<file path="config.mk">
export PLATFORM = sky130hd
export DESIGN_NAME = id_stage_ctrl
export DESIGN_NICKNAME = d
export VERILOG_FILES = /design/src/rtl/id_stage_ctrl.sv
export SDC_FILE = /design/constraint.sdc
export NUM_CORES = 1
export LEC_CHECK = 0
export BUFFER_PORTS_ARGS = -buffer_cell sky130_fd_sc_hd__buf_4
export CAP_MARGIN = 15
export CORE_AREA = 10 10 100 102
export CTS_BUF_LIST = sky130_fd_sc_hd__clkbuf_4
export CTS_CLUSTER_SIZE = 30
export DETAILED_ROUTE_END_ITERATION = 8
export DIE_AREA = 0 0 110 112
export PLACE_DENSITY = 0.77
export RECOVER_POWER = 100
export SLEW_MARGIN = 15
export SYNTH_ARGS = -nofsm -noshare
export SYNTH_HDL_FRONTEND = slang
export SYNTH_SLANG_ARGS = --single-unit
</file>
<file path="constraint.sdc">
create_clock -name clk -period 1.9 [get_ports clk]
set_input_delay 0.19 -clock clk [delete_from_list [all_inputs] [get_ports clk]]
set_output_delay 0.19 -clock clk [all_outputs]
set_load 0.005 [all_outputs]
</file>
<file path="src/rtl/id_stage_ctrl.sv">
// IF/ID register controller: holds one fetch, issues to EX, load-use bubbles, redirect flush.
// Optional perf counters (stall_cnt, flush_cnt) under `define ID_PERF_CNT_EN.
module id_stage_ctrl #(
    parameter int unsigned FLUSH_CYCLES = 1,
    parameter logic [31:0] NOP_INSTR    = 32'h00000013
) (
    input  logic        clk,
    input  logic        rst,
    input  logic        if_valid,
    input  logic [31:0] if_instr,
    input  logic [31:0] if_pc,
    output logic        if_ready,
    output logic        id_valid,
    output logic [31:0] id_instr,
    output logic [31:0] id_pc,
    input  logic        ex_ready,
    input  logic        ex_mem_read,
    input  logic [4:0]  ex_rd,
    input  logic        redirect,
`ifdef ID_PERF_CNT_EN
    output logic [31:0] stall_cnt,
    output logic [31:0] flush_cnt,
`endif
    output logic        id_issue,
    output logic        id_bubble
);

    localparam logic [3:0] FLUSH_LD = 4'(FLUSH_CYCLES);

    logic [3:0] drop;
    logic       use1;
    logic       use2;
    logic       hit1;
    logic       hit2;
    logic       hazard;
    logic       dropping;
    logic       accept;

    always_comb begin
        use1 = 1'b0;
        use2 = 1'b0;
        case (id_instr[6:0])
            7'b0110011: begin use1 = 1'b1; use2 = 1'b1; end
            7'b0100011: begin use1 = 1'b1; use2 = 1'b1; end
            7'b1100011: begin use1 = 1'b1; use2 = 1'b1; end
            7'b0010011: use1 = 1'b1;
            7'b0000011: use1 = 1'b1;
            7'b1100111: use1 = 1'b1;
            default:    ;
        endcase
    end

    assign hit1   = use1 && (id_instr[19:15] == ex_rd);
    assign hit2   = use2 && (id_instr[24:20] == ex_rd);
    assign hazard = id_valid && ex_mem_read && (ex_rd != 5'd0) && (hit1 || hit2);

    assign id_issue  = id_valid && !hazard && ex_ready && !redirect;
    assign id_bubble = id_valid && hazard && !redirect;
    assign dropping  = (drop != 4'd0);
    assign if_ready  = !id_valid || id_issue || dropping || redirect;
    assign accept    = if_valid && if_ready && !dropping && !redirect;

    always_ff @(posedge clk) begin
        if (rst) begin
            id_valid <= 1'b0;
            id_instr <= NOP_INSTR;
            id_pc    <= 32'd0;
            drop     <= 4'd0;
        end else if (redirect) begin
            // wrong-path fetch in this cycle is discarded too
            id_valid <= 1'b0;
            id_instr <= NOP_INSTR;
            drop     <= FLUSH_LD;
        end else begin
            if (dropping && if_valid)
                drop <= drop - 4'd1;
            if (accept) begin
                id_valid <= 1'b1;
                id_instr <= if_instr;
                id_pc    <= if_pc;
            end else if (id_issue) begin
                id_valid <= 1'b0;
                id_instr <= NOP_INSTR;
            end
        end
    end

`ifdef ID_PERF_CNT_EN
    always_ff @(posedge clk) begin
        if (rst) begin
            stall_cnt <= 32'd0;
            flush_cnt <= 32'd0;
        end else begin
            if (id_bubble && (stall_cnt != 32'hFFFFFFFF))
                stall_cnt <= stall_cnt + 32'd1;
            if (redirect && (flush_cnt != 32'hFFFFFFFF))
                flush_cnt <= flush_cnt + 32'd1;
        end
    end
`endif

endmodule
</file>
# Word level (Yosys, flattened, before mapping)

Index checks and enable logic that the tools add are counted.

Bitwise operators: 1
Multiplexer cells: 8
Add/sub/neg operators: 1
Equal/unequal tests: 8
Reductions and logical operators: 30

Operators by type and width:

| cell                                             | number |
|---|---|
| 2-to-1 mux 32 bit                                | 2 |
| == test 7 x 6 -> 1 bit, second input constant    | 2 |
| == test 7 bit, second input constant             | 2 |
| logical AND 1 bit                                | 14 |
| == test 5 bit                                    | 2 |
| == test 7 x 2 -> 1 bit, second input constant    | 1 |
| == test 7 x 5 -> 1 bit, second input constant    | 1 |
| 2-to-1 mux 1 bit                                 | 6 |
| OR reduction 6 bit                               | 1 |
| nonzero test 5 bit                               | 1 |
| zero test 1 bit                                  | 4 |
| logical OR 1 bit                                 | 4 |
| nonzero test 2 bit                               | 2 |
| nonzero test 4 bit                               | 1 |
| subtractor 4 x 1 -> 4 bit, second input constant | 1 |
| OR reduction 3 bit                               | 1 |
| AND reduction 2 bit                              | 1 |
| OR reduction 2 bit                               | 1 |
| NOT 1 bit                                        | 1 |

Input bits: 75
Bits in registers: 69
Logic and storage cells: 53

# Logic depth before layout (Yosys ltp)

Depth in word-level cells: 17
Gate-level depth with buffers: 8
Depth with buffers taken out: 7

# Least setup slack after synthesis

Ideal clock, no wire load.

Kind: flip-flop to flip-flop
Start: register drop[0]
End: register id_instr[18]
Cell stages (with the launch flop): 9
Library setup time: 0.117 ns
Period minus slack after synthesis: 2.011 ns
Path buffers: 1
Arrival time: 1.894 ns
Slack: -0.111 ns
Cells stage by stage: dfxtp_1 -> inv_1 -> ha_1 -> nor3b_2 -> a41oi_1 -> and2_1 -> a31o_2 -> buf_6 -> a22o_1

Cells in the longest elaborated chain, start to end: 7
Elaborated cells between the ends (all ways): 9

RTL lines:

| item                                                    | RTL line | RTL |
|---|---|---|
| start: declaration                                      | 30       | `logic [3:0] drop;` |
| start signal: assignment                                | 76       | `drop <= drop - 4'd1;` |
| nonzero test 4 bit (*)                                  | 59       | `assign dropping = (drop != 4'd0);` |
| logical OR 1 bit (2 in a row)                           | 60       | `assign if_ready = !id_valid \|\| id_issue \|\| dropping \|\| redirect;` |
| logical AND 1 bit                                       | 61       | `assign accept = if_valid && if_ready && !dropping && !redirect;` |
| logical AND 1 bit (*) (2 in a row)                      | 61       |  |
| 2-to-1 mux 32 bit or nonzero test 2 bit (tied branches) | --       |  |
| end signal: assignment                                  | 79       | `id_instr <= if_instr;` |
| end: declaration                                        | 14       | `output logic [31:0] id_instr,` |

Every way passes the cells marked *; elsewhere a longest branch is shown, timed or not.
A chain may end at the register's enable or synchronous reset.

# Worst setup path in the final report

Start: register id_instr[23]
End: output if_ready

Cells in the longest elaborated chain, start to end: 11

RTL lines:

| item                           | RTL line | RTL |
|---|---|---|
| == test 5 bit                  | 54       | `assign hit2 = use2 && (id_instr[24:20] == ex_rd);` |
| logical AND 1 bit              | 54       |  |
| logical OR 1 bit               | 55       | `assign hazard = id_valid && ex_mem_read && (ex_rd != 5'd0) && (hit1 \|\| hit2);` |
| logical AND 1 bit              | 55       |  |
| zero test 1 bit                | 57       | `assign id_issue = id_valid && !hazard && ex_ready && !redirect;` |
| logical AND 1 bit (3 in a row) | 57       |  |
| logical OR 1 bit (3 in a row)  | 60       |  |
| end: declaration               | 12       | `output logic if_ready,` |

Every way passes these cells.

==> results_dict.tcl <==
set metrics [dict create \
    power_density_nw_per_um2 548 \
    yosysWarningCount 0 \
    min_period_over_period_pct 104 \
    track_usage_pct 19.1 \
    seq_area_frac_synth_pct 39.2 \
    synth_nets 477 \
    synth_top_cell_by_area "dfxtp_1" \
    final_hold_viol_count 0 \
    cts_root_buffer "clkbuf_4" \
    synth_top_area_share_pct 39.2 \
    critPathRequiredTime_ns 1.71 \
    critical_path_class "reg -> out" \
    coreArea_um2 8050 \
    drt_wl_total_um 13900 \
    drive_above_1_share_pct 44.5 \
    grt_overflow 0 \
    synth_cell_types 42 \
    maxSlewHeadroom_pct 62.0 \
    holdCritPathClass "in -> reg" \
    final.setup.tns_ns -0.735 \
    maxSlewViolCount 0 \
    via_per_inst 6.04 \
    instances_no_fill 696 \
    ys_async_sr_fraction_pct 0 \
    synth_area_um2 3530 \
    htree_levels 3 \
    antenna_found_initial 1 \
    pin_count 143 \
    outcome "complete, but fails checks" \
    initial_core_util_pct 43.8 \
    die_h_um 112 \
    num_vias 4205 \
    utilization_pct 74.7 \
    place_inst 622 \
    gp_congestion 0.797 \
    vdd_drop_max_uv 297 \
    fillers 545 \
    worst_pin_slew_ns 0.570 \
    crit_path_start "id_instr[23]" \
    synth_top_flop_cell "dfxtp_1" \
    rsz0062_at_grt "yes" \
    maxCapViolations 0 \
    grt_pass1_vias 3821 \
    syn_area_per_cell_um2 8.79 \
    drtIter0Drc 178 \
    clk_pin_slew_worst_paths_ns 0.11 \
    rows 33 \
    hp-start "if_instr[1]" \
    cts_sinks 69 \
    critPathCaptureType "output pin" \
    synth-edff-count 0 \
    post-place-ws_ns -0.0568 \
    cp_max_fo 4 \
    finClkSkew_ns 0.0127 \
    cts_made_buffers 9 \
    nNetsFinal 660 \
    clockBufferDepth 2 \
    portBuffers 142 \
    total_power_mw 3.30 \
    leakage_nw 2.63 \
    setup_viol 23 \
    wl_per_cell_um 20.0 \
    fmax_ghz 0.508 \
    drt.antenna.violating_nets 0 \
    synthCells 401 \
    crit_path_start_kind "flip-flop" \
    grt_max_degree 97 \
    cts_tree "built" \
    die-area_um2 12300 \
    final.setup.worst_slack_ns -0.0681 \
    place_hpwl_um 7940 \
    synthToLayoutAreaGrowth_pct 70.5 \
    synth-seq-cells 69 \
    clk_latency_ns 0.42 \
    violations "negative setup slack" \
    die_w_um 110 \
    cp.arrival_ns 1.78 \
    drc 0 \
    drtPass1Iterations 5 \
    synth_area_leaders "dfxtp_1, a41o_1, o311ai_0, nand4_1, a31oi_1" \
    grt_pass1_wl_um 19400 \
    r2r-start "drop[0]" \
    fin_crit_ns 1.97 \
]
## sequential cells by signal (all words and copies together), names as in the netlist
| signal | count |
|---|---|
| id_valid | 1 |
| id_pc | 32 |
| id_instr | 32 |
| drop | 4 |
## cells in the mapped netlist (3+ instances only)
master and number:
a22o_1 14, a22oi_1 3, a31oi_1 33, a41o_1 30, and3_1 15, buf_1 6
buf_2 4, buf_6 3, clkbuf_1 34, dfxtp_1 69, inv_1 9, nand2_1 36
nand4_1 34, nor2_1 6, nor3_1 33, o311ai_0 32, xnor2_1 11
## per-stage QoR
step | cell area (um^2) | hold slack (ns)
after CTS | 5400 | 0.00459
final | 6010 | 0.0636
after global placement | 4790 | 0.381
after global routing | 6010 | 0.0248
after floorplan | 3540 | 0.259
after detailed placement | 4790 | 0.386
## metal layers
metal	GRT usage, %	part of all wire, %	vias to the layer above
met5	0	0	-
met4	4.95	1.7	0
met3	6.63	6.8	23
met2	33.2	54	152
met1	21.4	37	2035
li1	-	-	1995
## cells by family (layout without fill, tap and decap cells)
family	count (synthesis)	in the layout	synth area share, %
flip-flops	69	69	39.2
XOR/XNOR	13	13	3.23
AO/OA/AOI/OAI	125	126	30.1
adder cells (fa/ha/maj)	1	1	0.355
other	0	2	0
buffers and inverters	58	245	6.96
AND/OR/NAND/NOR	135	135	20.2
## cell usage in the layout (no fill, tap or decap), types with 6 or more instances in the layout
master,count
dfxtp_1,59
a41o_1,30
buf_6,12
nand4_1,34
clkbuf_1,10
a31oi_1,23
o311ai_1,26
clkbuf_4,29
nor3_2,17
buf_12,6
nand2_1,35
a22o_1,14
dlygate4sd3_1,33
and3_1,13
xnor2_1,8
buf_4,130
inv_1,7
dfxtp_2,9
nor3_4,12
a31oi_4,9
## worst max-delay path, cell delays in order, from the launching register on
cell and delay [ns]:
dfxtp_2 0.36, xnor2_1 0.18, nand4_1 0.18, o22ai_4 0.21, nand2_2 0.12, a21o_1 0.19, buf_6 0.12
## where the power goes
group	switching [mW]	internal [mW]
Combinational	0.411	0.472
Sequential	0.0787	1.53
Clock	0.537	0.268
Total	1.03	2.27
## what timing repair did
item / in CTS / in global routing
hold endpoints to repair: 28 / 5
setup buffers: 13 / 3
gates cloned: 2 / 5
hold buffers: 28 / 5
setup endpoints to repair: 48 / 70
pin swaps: 10 / 36
gates resized for setup: 23 / 116
## path summary, 6_finish.rpt
kind / end / slack [ns] / cells after the start
setup / recovery: if_ready / -0.07 / 6
hold / removal: id_instr[1] / 0.06 / 3
setup reg to reg: id_instr[29] / -0.06 / 9
hold reg to reg: id_instr[4] / 0.50 / 2
## cell type report
cell class	count	area (um^2)	share of cell area (%)
inverters	11	41.3	0.687
multi-input cells	275	2410	40.2
diodes	2	5.00	0.0832
clock buffers	10	75.1	1.25
flip-flops and latches	69	1400	23.2
repair buffers	218	1920	31.9
clock inverters	6	30.0	0.499
well taps	105	131	2.19
No activity file was read; power rests on OpenSTA's default activity.
